### config.mk
export PLATFORM = sky130hd
export DESIGN_NAME = cordic_iter_flat
export DESIGN_NICKNAME = d
export VERILOG_FILES = /design/src/rtl/cordic_pkg.sv /design/src/rtl/cordic_iter_if.sv /design/src/rtl/cordic_microrot.sv /design/src/rtl/cordic_iter.sv /design/src/flat_wrapper.sv
export SDC_FILE = /design/constraint.sdc
export NUM_CORES = 1
export LEC_CHECK = 0
export ABC_AREA = 1
export BUFFER_PORTS_ARGS = -buffer_cell sky130_fd_sc_hd__buf_2
export CORE_MARGIN = 2
export CORE_UTILIZATION = 45
export DETAILED_ROUTE_END_ITERATION = 10
export GPL_ROUTABILITY_DRIVEN = 1
export REMOVE_ABC_BUFFERS = 1
export SYNTH_ARGS = -nofsm -noshare
export SYNTH_HDL_FRONTEND = slang
export SYNTH_SLANG_ARGS = --single-unit
### constraint.sdc
create_clock -name i_clk -period 10.3 [get_ports i_clk]
set_input_delay 1.03 -clock i_clk [delete_from_list [all_inputs] [get_ports i_clk]]
set_output_delay 1.03 -clock i_clk [all_outputs]
set_load 0.01 [all_outputs]
### src/rtl/cordic_pkg.sv
// Shared CORDIC definitions: Q4.13 format, arctangent table, func encoding,
// lane indices and the scale stage's gain-compensation table.
package cordic_pkg;

    localparam int INT_WIDTH  = 4;
    localparam int FRAC_WIDTH = 13;
    localparam int DATA_W     = INT_WIDTH + FRAC_WIDTH + 1;
    localparam int ATAN_DEPTH = 14;

    localparam int LANE_X = 2;
    localparam int LANE_Y = 1;
    localparam int LANE_Z = 0;

    typedef logic signed [DATA_W-1:0] q_t;
    typedef logic [3:0]               atan_idx_t;

    typedef enum logic {
        FUNC_ROTATE = 1'b0,
        FUNC_VECTOR = 1'b1
    } func_e;

    typedef enum logic [1:0] {
        ST_IDLE,
        ST_RUN,
        ST_DONE
    } state_e;

    // round(atan(2^-i) * 2^FRAC_WIDTH)
    function automatic q_t atan_lut(input atan_idx_t idx);
        case (idx)
            4'd0:    return 18'sd6434;
            4'd1:    return 18'sd3798;
            4'd2:    return 18'sd2007;
            4'd3:    return 18'sd1019;
            4'd4:    return 18'sd511;
            4'd5:    return 18'sd256;
            4'd6:    return 18'sd128;
            4'd7:    return 18'sd64;
            4'd8:    return 18'sd32;
            4'd9:    return 18'sd16;
            4'd10:   return 18'sd8;
            4'd11:   return 18'sd4;
            4'd12:   return 18'sd2;
            4'd13:   return 18'sd1;
            default: return '0;
        endcase
    endfunction

    // Inverse CORDIC gain after n micro-rotations, Q4.13; used by the scale stage
    function automatic q_t k_lut(input int n);
        case (n)
            1:       return 18'sd5793;
            2:       return 18'sd5181;
            3:       return 18'sd5026;
            4:       return 18'sd4988;
            5:       return 18'sd4978;
            default: return 18'sd4975;
        endcase
    endfunction

endpackage

### src/rtl/cordic_iter_if.sv
// Operand/result handshake between an upstream producer and the CORDIC engine.
interface cordic_iter_if #(
    parameter int TOTAL_OP_WIDTH = 55
);
    logic                      i_vld;
    logic                      o_rdy;
    logic [TOTAL_OP_WIDTH-1:0] i_data;
    logic                      o_vld;
    logic [TOTAL_OP_WIDTH-1:0] o_data;

    modport master (output i_vld, output i_data, input o_rdy, input o_vld, input o_data);
    modport slave  (input i_vld, input i_data, output o_rdy, output o_vld, output o_data);
endinterface

### src/rtl/cordic_microrot.sv
// One combinational CORDIC micro-rotation; direction chosen from z (rotate)
// or y (vector).
module cordic_microrot
    import cordic_pkg::*;
(
    input  q_t        x_in,
    input  q_t        y_in,
    input  q_t        z_in,
    input  atan_idx_t shift,
    input  logic      mode,
    output q_t        x_out,
    output q_t        y_out,
    output q_t        z_out
);
    logic d_pos;
    q_t   x_sh;
    q_t   y_sh;
    q_t   atan;

    always_comb begin
        d_pos = (mode == FUNC_VECTOR) ? y_in[DATA_W-1] : ~z_in[DATA_W-1];
        x_sh  = x_in >>> shift;
        y_sh  = y_in >>> shift;
        atan  = atan_lut(shift);
        if (d_pos) begin
            x_out = x_in - y_sh;
            y_out = y_in + x_sh;
            z_out = z_in - atan;
        end else begin
            x_out = x_in + y_sh;
            y_out = y_in - x_sh;
            z_out = z_in + atan;
        end
    end
endmodule

### src/rtl/cordic_iter.sv
// Iterative CORDIC engine: one micro-rotation per clock, unscaled result
// presented as a one-cycle strobe in the scale stage's packed format.
module cordic_iter
    import cordic_pkg::*;
#(
    parameter int NUM_ITER       = 12,
    parameter int NUM_DATA       = 3,
    parameter int FUNC_WIDTH     = 1,
    parameter int DATA_OP_WIDTH  = 18,
    parameter int TOTAL_OP_WIDTH = NUM_DATA*DATA_OP_WIDTH+FUNC_WIDTH
)(
    input logic           i_clk,
    input logic           i_rst,
    cordic_iter_if.slave  bus
);
    localparam atan_idx_t LAST_ITER = atan_idx_t'(NUM_ITER-1);

    state_e                    state_q, state_d;
    atan_idx_t                 cnt_q, cnt_d;
    q_t                        x_q, x_d, y_q, y_d, z_q, z_d;
    logic [FUNC_WIDTH-1:0]     func_q, func_d;
    logic [TOTAL_OP_WIDTH-1:0] odata_q, odata_d;
    q_t                        x_n, y_n, z_n;
    logic                      rdy;
    logic                      accept;

    cordic_microrot u_microrot (
        .x_in  (x_q),
        .y_in  (y_q),
        .z_in  (z_q),
        .shift (cnt_q),
        .mode  (func_q[0]),
        .x_out (x_n),
        .y_out (y_n),
        .z_out (z_n)
    );

    always_comb begin
        state_d = state_q;
        cnt_d   = cnt_q;
        x_d     = x_q;
        y_d     = y_q;
        z_d     = z_q;
        func_d  = func_q;
        odata_d = odata_q;
        rdy     = (state_q != ST_RUN);
        accept  = bus.i_vld && rdy;
        case (state_q)
            ST_RUN: begin
                x_d   = x_n;
                y_d   = y_n;
                z_d   = z_n;
                cnt_d = cnt_q + 4'd1;
                if (cnt_q == LAST_ITER) begin
                    state_d = ST_DONE;
                    odata_d = {func_q, x_n, y_n, z_n};
                end
            end
            default: begin
                // IDLE and DONE both accept; DONE falls back to IDLE when nothing arrives
                if (accept) begin
                    state_d = ST_RUN;
                    cnt_d   = '0;
                    x_d     = bus.i_data[LANE_X*DATA_OP_WIDTH +: DATA_OP_WIDTH];
                    y_d     = bus.i_data[LANE_Y*DATA_OP_WIDTH +: DATA_OP_WIDTH];
                    z_d     = bus.i_data[LANE_Z*DATA_OP_WIDTH +: DATA_OP_WIDTH];
                    func_d  = bus.i_data[TOTAL_OP_WIDTH-1 -: FUNC_WIDTH];
                end else begin
                    state_d = ST_IDLE;
                end
            end
        endcase
    end

    always_ff @(posedge i_clk) begin
        if (i_rst) begin
            state_q <= ST_IDLE;
            cnt_q   <= '0;
            x_q     <= '0;
            y_q     <= '0;
            z_q     <= '0;
            func_q  <= '0;
            odata_q <= '0;
        end else begin
            state_q <= state_d;
            cnt_q   <= cnt_d;
            x_q     <= x_d;
            y_q     <= y_d;
            z_q     <= z_d;
            func_q  <= func_d;
            odata_q <= odata_d;
        end
    end

    assign bus.o_rdy  = rdy;
    assign bus.o_vld  = (state_q == ST_DONE);
    assign bus.o_data = odata_q;
endmodule
### src/flat_wrapper.sv
// flat-port wrapper written by rule: the top's interface ports become plain ports
module cordic_iter_flat import cordic_pkg::*;
#(
    parameter int NUM_ITER       = 12,
    parameter int NUM_DATA       = 3,
    parameter int FUNC_WIDTH     = 1,
    parameter int DATA_OP_WIDTH  = 18,
    parameter int TOTAL_OP_WIDTH = NUM_DATA*DATA_OP_WIDTH+FUNC_WIDTH
)
  (i_clk, i_rst, bus_i_vld, bus_i_data, bus_o_rdy, bus_o_vld, bus_o_data);
  cordic_iter_if #(.TOTAL_OP_WIDTH(TOTAL_OP_WIDTH)) bus_i ();
  input logic i_clk;
  input logic i_rst;
  input wire logic [$bits(bus_i.i_vld)-1:0] bus_i_vld;
  input wire logic [$bits(bus_i.i_data)-1:0] bus_i_data;
  output wire logic [$bits(bus_i.o_rdy)-1:0] bus_o_rdy;
  output wire logic [$bits(bus_i.o_vld)-1:0] bus_o_vld;
  output wire logic [$bits(bus_i.o_data)-1:0] bus_o_data;
  assign bus_i.i_vld = bus_i_vld;
  assign bus_i.i_data = bus_i_data;
  assign bus_o_rdy = bus_i.o_rdy;
  assign bus_o_vld = bus_i.o_vld;
  assign bus_o_data = bus_i.o_data;
  cordic_iter #(.NUM_ITER(NUM_ITER), .NUM_DATA(NUM_DATA), .FUNC_WIDTH(FUNC_WIDTH), .DATA_OP_WIDTH(DATA_OP_WIDTH), .TOTAL_OP_WIDTH(TOTAL_OP_WIDTH)) u_core (.i_clk(i_clk), .i_rst(i_rst), .bus(bus_i));
endmodule
# --- Yosys cells after proc, flatten, opt, wreduce, memory -nomap -nowiden ---
# Memory sizes are Yosys's and may differ from the RTL's. A register that Yosys moved wholly into a read port is not among the register bits.
# Index checks and enable logic that the tools add are counted.
totals:
  n_memories: 1
  ff_bits: 116
  wordCells: 45
  mem_bits_ro: 208
  out_inout_bits: 57
  input_bits: 58
classes:
  n_mux: 17
  reduce_logical: 4
  addsub: 7
  n_eq_ne: 5
  shift: 2
  bitwise: 2
mem_list:
  columns: ["name", "depth", "width", "rd", "rd_ports_with_merged_regs", "write_ports", "line", "text"]
  rows:
  - ["(name not given)", 16, 13, 1, 1, 0, "cordic_pkg.sv:30", "case (idx)"]
op_table:
  columns: ["operator", "count"]
  rows:
  - ["2-to-1 mux 18 bit", 9]
  - ["adder 18 bit", 3]
  - ["subtractor 18 bit", 3]
  - [">>> shifter 18 x 4 -> 18 bit", 2]
  - ["2-to-1 mux 4 bit", 4]
  - ["adder 4 x 1 -> 4 bit (second input constant)", 1]
  - ["equality test 4 bit (second input constant)", 1]
  - ["2-to-1 mux 2 bit", 2]
  - ["inequality test 2 x 1 -> 1 bit (second input constant)", 2]
  - ["AND reduction 2 bit", 2]
  - ["equality test 2 x 1 -> 1 bit (second input constant)", 1]
  - ["equality test 2 bit (second input constant)", 1]
  - ["2-to-1 mux 1 bit", 2]
  - ["inverter 1 bit", 2]
  - ["nonzero test 2 bit", 1]
  - ["logical AND 1 bit", 1]

# --- Depth between registers and ports, before layout ---
# Gate-level depths: netlist of the first run.
depth:
  ltp_word: 6
  ltp_mapped: 30
  ltp_nobuf: 28

# --- By module ---
# From an unflattened synthesis of the first run, not the netlist that was laid out.
unflattened:
  cells_unflattened: 1662
  area_unflattened_um2: 10183.5
modules_own_cells:
  columns: ["mod", "cells_per_inst", "area_each_um2", "n_inst", "seq_area_each_um2"]
  rows:
  - ["cordic_microrot", 965, 5313.8, 1, 0.0]
  - ["cordic_iter", 697, 4869.7, 1, 2322.2]

# --- Worst setup path after synthesis of the first run ---
# OpenSTA, ideal clock, no wires.
synth_timing:
  path_type: "register to register"
  from: "register u_core.cnt_q[0]"
  to: "register u_core.x_q[13]"
  path_stages_with_launch: 28
  path_buffers: 2
  setup_slack_ns: 6.708
  period_less_slack_ns: 3.592
  setup_ns: 0.115
  t_required_ns: 10.185
  arrival_time_ns: 3.478
  cell_sequence: "dfxtp_1 -> buf_6 -> inv_4 -> buf_6 -> nand2_1 -> nand3_1 -> nand3_1 -> nand3_1 -> nand2_2 -> ha_1 -> nand2_1 -> nor2_2 -> nand3_2 -> nand2_1 -> o21ai_0 -> xor2_1 -> ha_1 -> nand2_1 -> nor2_1 -> nand4_1 -> or2_2 -> nand3_1 -> nand3_1 -> nor2_1 -> nor2_1 -> xor2_1 -> nor2_1 -> o21a_1"
synth_between:
  elab_chain_cells: 4
  word_cells_on_any_way: 5
  cone_classes: "2 x add/sub; 1 x shift; 2 x mux"
synth_rtl:
  columns: ["element", "line", "text"]
  rows:
  - ["start, declared", "cordic_iter.sv:19", "atan_idx_t cnt_q, cnt_d;"]
  - ["start signal, assigned", "cordic_iter.sv:86", "cnt_q <= cnt_d;"]
  - [">>> shifter 18 x 4 -> 18 bit (*)", "cordic_microrot.sv:23", "y_sh = y_in >>> shift;"]
  - ["adder 18 bit or subtractor 18 bit (tied branches)", "cordic_microrot.sv:30, cordic_microrot.sv:26", null]
  - ["2-to-1 mux 18 bit (*)", "cordic_microrot.sv:25", "if (d_pos) begin"]
  - ["2-to-1 mux 18 bit (*)", "cordic_iter.sv:48", "case (state_q)"]
  - ["end signal, assigned", "cordic_iter.sv:79", "x_q <= '0;"]
  - ["end signal, assigned", "cordic_iter.sv:87", "x_q <= x_d;"]
  - ["end, declared", "cordic_iter.sv:20", "q_t x_q, x_d, y_q, y_d, z_q, z_d;"]
# Mark *: on every way between the ends. The rest lies on a longest branch, timed or not.
# A chain may end at the register's enable or synchronous reset.

# --- Final worst setup path of the first run ---
layout_timing:
  from: "register u_core.cnt_q[0]"
  to: "register u_core.y_q[17]"
layout_between:
  elab_chain_cells: 4
  word_cells_on_any_way: 5
  cone_classes: "2 x add/sub; 1 x shift; 2 x mux"
layout_rtl:
  columns: ["element", "line", "text"]
  rows:
  - [">>> shifter 18 x 4 -> 18 bit (*)", "cordic_microrot.sv:22", "x_sh = x_in >>> shift;"]
  - ["subtractor 18 bit or adder 18 bit (tied branches)", "cordic_microrot.sv:31, cordic_microrot.sv:27", null]
  - ["2-to-1 mux 18 bit (*)", "cordic_microrot.sv:25", null]
  - ["2-to-1 mux 18 bit (*)", "cordic_iter.sv:48", null]
  - ["end signal, assigned", "cordic_iter.sv:88", "y_q <= y_d;"]
  - ["end, declared", "cordic_iter.sv:20", null]
# Marks and branches as above.

==> results of run 1 <==
-- critical path, delay by kind of cell (launching register included) --
kind | cells | cell delay [ps]
AOI/OAI and AO/OA | 3 | 980
xor gates and xnor gates | 1 | 70
adders and majority gates | 2 | 510
buffers and inverters | 4 | 640
DFF | 1 | 1100
and+or+nand+nor | 13 | 1860
-- power by group --
part           internal [mW]  total [mW]  leakage [nW]  switching, mW
registers              0.555       0.638          1.05         0.0833
logic                  0.553        1.45          4.23          0.899
clock network          0.378       0.625         0.293          0.246
-- final timing paths --
kind | from | to | slack (ps)
max | u_core.cnt_q[0]$_SDFFE_PP0N_ | u_core.y_q[17]$_SDFFE_PP0N_ | 5010
min reg2reg | u_core.bus.o_data[22]$_SDFFE_PP0P_ | u_core.bus.o_data[22]$_SDFFE_PP0P_ | 450
min | u_core.bus.o_data[22]$_SDFFE_PP0P_ | u_core.bus.o_data[22]$_SDFFE_PP0P_ | 450
max reg2reg | u_core.cnt_q[0]$_SDFFE_PP0N_ | u_core.y_q[17]$_SDFFE_PP0N_ | 5010
-- synthesized netlist by cell type (all sizes together) --
cell type,instances,share of area [%]
dfxtp,129,26
o21bai,3,0.23
o21a,2,0.15
a21oi,73,3.8
o31ai,5,0.38
xor2,53,4.7
nand2,443,17
inv,138,5.3
a221oi,1,0.088
nand3,216,12
or2,27,1.7
fa,3,0.60
nand3b,1,0.075
buf,35,2.2
ha,60,7.5
o211ai,7,0.53
clkbuf,30,1.1
o221ai,2,0.18
a22o,19,1.7
xnor2,25,2.2
o311ai,2,0.18
a211oi,2,0.15
a21o,4,0.30
nor4,2,0.13
o21ai,83,4.5
a31oi,39,2.5
nor2,73,3.0
nand4,5,0.31
a32o,4,0.40
a21boi,5,0.38
nor3,9,0.62
-- cell families (layout without fill, tap and decap cells) --
logic type / after synthesis / in the layout / synth area share (%)
AO/OA/AOI/OAI: 251 / 251 / 15.4
XOR/XNOR: 78 / 78 / 6.86
buffers and inverters: 203 / 294 / 8.60
AND/OR/NAND/NOR: 776 / 776 / 35.1
adder cells (fa/ha/maj): 63 / 63 / 8.14
flip-flops: 129 / 129 / 25.9
-- registers in the layout, summed over array words and instances (netlist names) --
name                    flops
u_core.bus.o_data          55
u_core.x_q                 18
u_core.y_q                 18
u_core.z_q                 18
u_core.u_microrot.atan     13
u_core.cnt_q                4
u_core.state_q              2
u_core.func_q               1
-- cell usage in the layout, fill, tap and decap left out, drive strengths merged, types with 39 or more instances in the layout --
cell type / n
nand2: 443
nand3: 216
inv: 140
dfxtp: 129
buf: 126
o21ai: 83
a21oi: 73
nor2: 73
ha: 60
xor2: 53
a31oi: 39
-- layer usage --
metal,track usage [%],vias to the layer above,wire length [um]
li1,-,5157,-
met1,32.1,4574,13600
met2,41.5,219,13700
met3,3.84,50,1150
met4,8.25,2,691
met5,0,-,12
-- layout make-up --
class	instances	area [um^2]	area share, %
inverter	138	523	4.65
clock inverter	13	163	1.45
clock buffer	17	425	3.78
timing repair buffer	126	661	5.88
sequential	129	2580	23.0
tap	280	350	3.12
multi-input combinational	1168	6540	58.2
==> flow_summary.ini, run 1 <==
[sta]
tightest_slew_ps = 1180
holdWs_ps = 449
fin_skew_ps = 9.48
fin_crit_ps = 5290
setup_viol_count_final = 0
rsz0062_at_grt = no
hold_violations = 0
max_freq_mhz = 189
slew_headroom_pct = 21.3
finalSetupTns_ps = 0
min_period_over_period_pct = 51.3
drv_slew = 0
fin_ws_ps = 5010

[finish]
nets = 1701
diodes = 0
fin_cells = 1871
syn2layout_area_growth_pct = 12.9
post-route-cell-area_um2 = 11200
fin_util_pct = 51.7
n_fill_cell = 2293
drive_gt1_share_pct = 16.5

[floorplanning]
start_util_pct = 45.8
num_rows = 54
dieArea_um2 = 23300
die_x_um = 153
core_area_um2 = 21800
boundaryPins = 115
die_y_um = 153

[placed_design]
gp_congestion = 0.908
postPlaceCellArea_um2 = 10700
hpwl_um = 20800
place_ws_ps = 5110
port_buffers = 114
place_inst = 1841

[global_routing]
grt_max_degree = 56
antenna_found_initial = 1
grt_usage_pct = 24.6
grt_pass1_vias = 9322
grt_pass1_wl_um = 46900
grt-ovfl-total = 0

[min_path]
hold_class = reg -> reg
min_path_cells = 2

[critical_path]
critPathArrivalTime_ps = 5640
slowest_stage = dfxtp_1
path_cells = inv_4, nand2_1, nand3_1, nand3_1, nand3_1, nand2_1, ha_1, nand3_2, nor3_4, inv_2, o21ai_2, nand2_2, nor2_2, xnor2_1, ha_1, inv_1, nor3_1, nand2_1, o311ai_0, inv_1, nand3_1, nand3_1, a21oi_1
end_kind = flop
slowest_delay_ps = 1100
crit_required_ps = 10660
crit_path_frequent_cell = nand3_1
worst-setup-path-type = reg -> reg
crit_fanout = 37
critPathLaunchType = flop
reg2reg_depth = 23

[clocking]
worstSkewPairLatency_ps = 440
cts_resized = 0
hold_buffers = 0
clk_pin_slew_ps = 60
htreeDepth = 4
root_buffer = clkbuf_16
clock-sinks = 129
cts_buffers = 17
cts_tree = built
postCtsSetupRepairBufs = 0
clk_path_buf_depth = 2

[outcome]
status = completed

[flow_run]
maxCapViolations = 0

[synthesis]
ys_ff_latch = 129
ys_warn_count = 0
synthCells = 1500
netlist_area_um2 = 9960
syn_area_per_cell_um2 = 6.64
yosysUniqueCellTypes = 46
synth.yosys.seq_area_share_pct = 25.9

[routing]
detail_route.wirelength_um = 29100
wl_per_cell_um = 15.6
drc = 0
vias = 10002
first_pass_iters = 5
vias_per_cell = 5.35
ant_nets = 0
drt_iter0_drc = 622

[power]
peakVddDrop_v = 0.000102
power.total_mw = 2.71
p_leak_nw = 5.58
power.density_nw_per_um2 = 241
Note: power is estimated with default switching activity, not from simulation.
==> run 2: changes to the inputs <==
--- a/config.mk
+++ b/config.mk
@@ -11,6 +11,7 @@
 export CORE_UTILIZATION = 45
 export DETAILED_ROUTE_END_ITERATION = 10
 export GPL_ROUTABILITY_DRIVEN = 1
+export PLACE_DENSITY = 0.67
 export REMOVE_ABC_BUFFERS = 1
 export SYNTH_ARGS = -nofsm -noshare
 export SYNTH_HDL_FRONTEND = slang
==> constraint.sdc (replaced) <==
create_clock -name i_clk -period 4.5 [get_ports i_clk]
set_input_delay 0.45 -clock i_clk [delete_from_list [all_inputs] [get_ports i_clk]]
set_output_delay 0.45 -clock i_clk [all_outputs]
set_load 0.01 [all_outputs]
==> flow_summary.ini, run 2 (synthesized netlist as in run 1, its figures left out) <==
[outcome]
status = completed

[critical_path]
slowest_delay_ps = 350
worst-setup-path-type = reg -> reg
crit_path_frequent_cell = nand3_1
critPathArrivalTime_ps = 4410
end_kind = flop
crit_required_ps = 4830
crit_fanout = 36
path_cells = inv_6, nand3_1, nand3_1, nand3_1, nand2_2, ha_1, nand2_1, nor2_2, nand3_2, nand2_1, o21ai_0, xor2_1, ha_1, nand2_1, nor2_1, nand4_1, or2_2, nand3_1, nand3_1, nor2_1, nor2_1, xor2_1, nor2_1, o21a_1
crit_buf_inv = 1
cp_top_family = simple AND/OR/NAND/NOR gates
critPathLaunchType = flop
slowest_stage = dfxtp_2

[clocking]
worstSkewPairLatency_ps = 440
clock-sinks = 129
root_buffer = clkbuf_16
clk_path_buf_depth = 2
clk_pin_slew_ps = 60
htreeDepth = 4
postCtsSetupRepairBufs = 0
cts_tree = built
cts_buffers = 17

[power]
p_int_mw = 3.54
p_switching_mw = 2.87
p_seq_share_pct = 22.4
power.density_nw_per_um2 = 561
p_leak_nw = 5.66
p_comb_share_pct = 53.6
peakVddDrop_v = 0.000249
power_switching_share_pct = 44.8
power_frac_clock_pct = 24.0

[sta]
hold_violations = 0
rsz0062_at_grt = no
max_freq_mhz = 245
fin_crit_ps = 4080
finalSetupTns_ps = 0
holdWs_ps = 247
fin_ws_ps = 417
drv_slew = 0
min_period_over_period_pct = 90.7
fin_skew_ps = 11.5
slew_headroom_pct = 55.7
tightest_slew_ps = 659
setup_viol_count_final = 0

[finish]
nets = 1712
final_common_cell = nand2_1
fin_util_pct = 52.5
diodes = 0
fin_cells = 1884
final_cell_mix = nand2_1 (418), nand3_1 (197), dfxtp_1 (127)
syn2layout_area_growth_pct = 14.6
largest_reg_flops = 55
drive_gt1_share_pct = 17.4

[routing]
ant_nets = 0
vias = 10034
wl_per_cell_um = 15.8
drt_iter0_drc = 720
detail_route.wirelength_um = 29900
vias_per_cell = 5.33
drc = 0
first_pass_iters = 5

[global_routing]
grt_usage_pct = 25.3
grt_max_degree = 56
grt_pass1_wl_um = 48100
grt-ovfl-total = 0
antenna_found_initial = 0
grt_pass1_vias = 9409

[floorplanning]
core_area_um2 = 21800
num_rows = 54
die_y_um = 153
die_x_um = 153
boundaryPins = 115
dieArea_um2 = 23300
start_util_pct = 45.8

[placed_design]
place_ws_ps = 238
port_buffers = 114
place_inst = 1852
gp_congestion = 0.908
hpwl_um = 21900

[min_path]
hold_class = in -> reg

[flow_run]
maxCapViolations = 0
## run 2: changes by cell type in the layout (fill, tap and decap cells not counted), moves of 2 or more
cell / previous run / this run
dfxtp_1: 129 / 127
clkbuf_8: 0 / 3
inv_4: 2 / 0
clkinvlp_4: 0 / 2
buf_4: 12 / 21
clkinv_2: 4 / 2
dfxtp_2: 0 / 2
## run 2: routing by layer
layer	global-route usage, %	routed length (um)	vias to the layer above
met3	4.15	1400	25
met2	44.7	14700	240
met1	32.3	13500	4582
li1	-	-	5187
met5	0	0	-
met4	5.69	341	0
## run 2: final cells by class
cell class | count | area [um^2]
flip-flops and latches | 129 | 2580
inverters | 138 | 528
well taps | 280 | 350
repair buffers | 137 | 759
multi-input cells | 1168 | 6540
clock inverters | 12 | 180
fillers | 2212 | 10300
clock buffers | 20 | 467
## run 2: worst register-to-register path, cell delays in order, from the launching register on
cell and delay [ps]:
dfxtp_2 350, inv_6 250, nand3_1 160, nand3_1 120
nand3_1 150, nand2_2 120, ha_1 170, nand2_1 80
nor2_2 150, nand3_2 110, nand2_1 110, o21ai_0 100
xor2_1 150, ha_1 350, nand2_1 90, nor2_1 170
nand4_1 170, or2_2 330, nand3_1 140, nand3_1 100
nor2_1 100, nor2_1 90, xor2_1 200, nor2_1 60
o21a_1 180
## run 2: final timing paths
check / depth (start not counted) / endpoint / slack [ps] / startpoint
max: 24 / u_core.x_q[13]$_SDFFE_PP0N_ / 420 / u_core.cnt_q[1]$_SDFFE_PP0N_
min: 3 / u_core.func_q$_SDFFE_PP0P_ / 250 / bus_i_data[54]
min reg2reg: 2 / u_core.bus.o_data[15]$_SDFFE_PP0P_ / 450 / u_core.bus.o_data[15]$_SDFFE_PP0P_
max reg2reg: 24 / u_core.x_q[13]$_SDFFE_PP0N_ / 420 / u_core.cnt_q[1]$_SDFFE_PP0N_
## run 2: repair_timing
item                       in CTS  in global routing
resized for setup               0                  7
setup endpoints to repair       0                  7
hold buffers                    0                  0
## run 2: stage by stage
stage          area, um^2  total power [mW]
2_1_floorplan        9620              4.06
5_1_grt             11400              6.94
6_report            11400              6.40
4_1_cts             11400              6.41
3_5_place_dp        10800              4.84
3_3_place_gp        10800              4.81
## run 2: power groups by stage
stage	logic, mW	registers [mW]	clock network [mW]
after floorplan	2.66	1.40	0
after global placement	3.35	1.46	0
after detailed placement	3.39	1.46	0
after CTS	3.41	1.44	1.56
after global routing	3.88	1.45	1.60
final	3.43	1.44	1.54
==> run 3: changes to the inputs <==
--- a/config.mk
+++ b/config.mk
@@ -7,11 +7,13 @@
 export LEC_CHECK = 0
 export ABC_AREA = 1
 export BUFFER_PORTS_ARGS = -buffer_cell sky130_fd_sc_hd__buf_2
+export CELL_PAD_IN_SITES_DETAIL_PLACEMENT = 1
+export CELL_PAD_IN_SITES_GLOBAL_PLACEMENT = 2
 export CORE_MARGIN = 2
-export CORE_UTILIZATION = 45
+export CORE_UTILIZATION = 30
 export DETAILED_ROUTE_END_ITERATION = 10
 export GPL_ROUTABILITY_DRIVEN = 1
-export PLACE_DENSITY = 0.67
+export PLACE_DENSITY_LB_ADDON = 0.1
 export REMOVE_ABC_BUFFERS = 1
 export SYNTH_ARGS = -nofsm -noshare
 export SYNTH_HDL_FRONTEND = slang
==> flow_summary.ini, run 3 (synthesized netlist as in run 1, its figures left out) <==
[sta]
fin_crit_ps = 4080
min_period_over_period_pct = 90.7
drv_slew = 0
max_freq_mhz = 245
setup_viol_count_final = 0
slew_headroom_pct = 48.5
hold_violations = 0
finalSetupTns_ps = 0
rsz0062_at_grt = no
fin_skew_ps = 17.6
tightest_slew_ps = 771

[routing]
first_pass_iters = 5
drt_iter0_drc = 486
drc = 0
detail_route.wirelength_um = 35800
wl_per_cell_um = 17.5
vias_per_cell = 4.94
vias = 10130
ant_nets = 0

[placed_design]
gp_congestion = 0.835
port_buffers = 114
hpwl_um = 27000

[global_routing]
grt_pass1_vias = 10612
grt-ovfl-total = 0
grt_usage_pct = 21.3
antenna_found_initial = 0
grt_pass1_wl_um = 57200
grt_max_degree = 53

[critical_path]
slowest_stage = o311ai_1
slowest_delay_ps = 510
r2r-end = u_core.x_q[17]$_SDFFE_PP0N_
end_kind = flop
reg2reg_depth = 24
worst-setup-path-type = reg -> reg
path_cells = buf_12, nand2_1, nand3_1, nand3_2, nand3_1, nand2_2, ha_1, nand2_1, nor2_2, nand3_2, nor2_4, nand4_1, nand2_1, xor2_1, inv_1, ha_1, nand2_1, nor3_1, nand2_1, o311ai_1, inv_1, nand3_2, nand3_2, a21oi_2
crit_required_ps = 4870
crit_buf_inv = 3
crit_fanout = 36
r2r_slack_ps = 420
cp_top_family = simple AND/OR/NAND/NOR gates
critPathLaunchType = flop
crit_path_frequent_cell = nand2_1
r2r_start = u_core.cnt_q[0]$_SDFFE_PP0N_
critPathArrivalTime_ps = 4450

[finish]
regArea_um2 = 2580
largest_reg_flops = 55
drive_gt1_share_pct = 17.9
nets = 1715
diodes = 0
final_common_cell = nand2_1
multi_input_area_um2 = 6570
syn2layout_area_growth_pct = 17.0
n_fill_cell = 4194
final_cell_mix = nand2_1 (416), nand3_1 (193), dfxtp_1 (127)

[power]
p_comb_share_pct = 54.5
power_frac_clock_pct = 23.2
peakVddDrop_v = 0.000279
power_switching_share_pct = 46.6
p_seq_share_pct = 22.2
p_switching_mw = 3.05
p_leak_nw = 5.66
power.total_mw = 6.53
p_int_mw = 3.48
power.density_nw_per_um2 = 561

[floorplanning]
core_area_um2 = 32600
boundaryPins = 115
die_x_um = 186
die_y_um = 186
num_rows = 66
start_util_pct = 30.5
dieArea_um2 = 34700

[clocking]
cts_buffers = 17
cts_tree = built
worstSkewPairLatency_ps = 450
clk_pin_slew_ps = 80
clock-sinks = 129
htreeDepth = 4
root_buffer = clkbuf_16
hold_buffers = 0
clk_path_buf_depth = 2

[min_path]
worstHoldStart = bus_i_data[43]
min_to = u_core.x_q[7]$_SDFFE_PP0N_
min_path_cells = 3
hold_class = in -> reg

[outcome]
status = completed

[flow_run]
maxCapViolations = 0
==> run 3: cell count changes in the layout (fill, tap and decap cells not counted), sizes merged <==
| cell | change |
|---|---|
| bufinv | -1 |
| inv | +4 |
| buf | +3 |
| clkbuf | -1 |
| clkinv | -3 |
| clkinvlp | +1 |
==> run 3: per-layer routing <==
layer / vias to the layer above / track usage [%] / part of all wire, % / wire length, um
met3: 16 / 2.92 / 1.7 / 606
met1: 4844 / 26.4 / 46 / 16600
met5: - / 0 / 0 / 0
met2: 90 / 39.3 / 51 / 18300
li1: 5180 / - / - / -
met4: 0 / 4.28 / 0.75 / 269
==> run 3: how the worst max path moves through the flow <==
stage / start / end / slack, ps / cells past startpoint
floorplan: u_core.cnt_q[0]$_SDFFE_PP0N_ / u_core.x_q[13]$_SDFFE_PP0N_ / 140 / 25
global placement: u_core.cnt_q[1]$_SDFFE_PP0N_ / u_core.x_q[17]$_SDFFE_PP0N_ / 120 / 23
detailed placement: u_core.cnt_q[0]$_SDFFE_PP0N_ / u_core.x_q[17]$_SDFFE_PP0N_ / 20 / 24
CTS: u_core.cnt_q[0]$_SDFFE_PP0N_ / u_core.x_q[17]$_SDFFE_PP0N_ / 180 / 24
global route: u_core.cnt_q[0]$_SDFFE_PP0N_ / u_core.x_q[15]$_SDFFE_PP0N_ / 20 / 27
finish: u_core.cnt_q[0]$_SDFFE_PP0N_ / u_core.x_q[17]$_SDFFE_PP0N_ / 420 / 24
==> run 3: final cells by class <==
| type | count | area share (%) |
|---|---|---|
| Clock buffer | 19 | 3.80 |
| Timing Repair Buffer | 140 | 6.79 |
| Tap cell | 442 | 4.75 |
| Multi-Input combinational cell | 1168 | 56.4 |
| Inverter | 138 | 4.58 |
| Clock inverter | 13 | 1.49 |
| Sequential cell | 129 | 22.2 |
==> run 3: power groups by stage <==
stage | Sequential [mW] | Clock [mW] | Combinational (mW)
after floorplan | 1.40 | 0 | 2.66
after global placement | 1.49 | 0 | 3.51
after detailed placement | 1.48 | 0 | 3.54
after CTS | 1.46 | 1.57 | 3.58
after global routing | 1.47 | 1.61 | 4.07
final | 1.45 | 1.52 | 3.56
==> run 3: timing repair <==
action,CTS,global route
setup endpoints to repair,2,14
pin swaps,0,5
resized for setup,1,16
setup buffers,0,5
==> run 3: through the flow <==
step | hold WS [ps] | setup slack, ps | std cells | utilization [%] | instance area [um^2]
2_1_floorplan | 457 | 141 | 1435 | - | 9620
3_3_place_gp | 435 | 118 | 2012 | 33.6 | 11000
3_5_place_dp | 435 | 23.4 | 2012 | 33.6 | 11000
4_1_cts | 234 | 184 | 2044 | 35.5 | 11600
5_1_grt | 254 | 17.0 | 2049 | 35.7 | 11600
6_report | 261 | 418 | 2049 | 35.7 | 11600
==> run 3: tightest hold or removal path, stage by stage <==
cell and delay (ps):
buf_2 90, nand2_1 50, a31oi_1 70
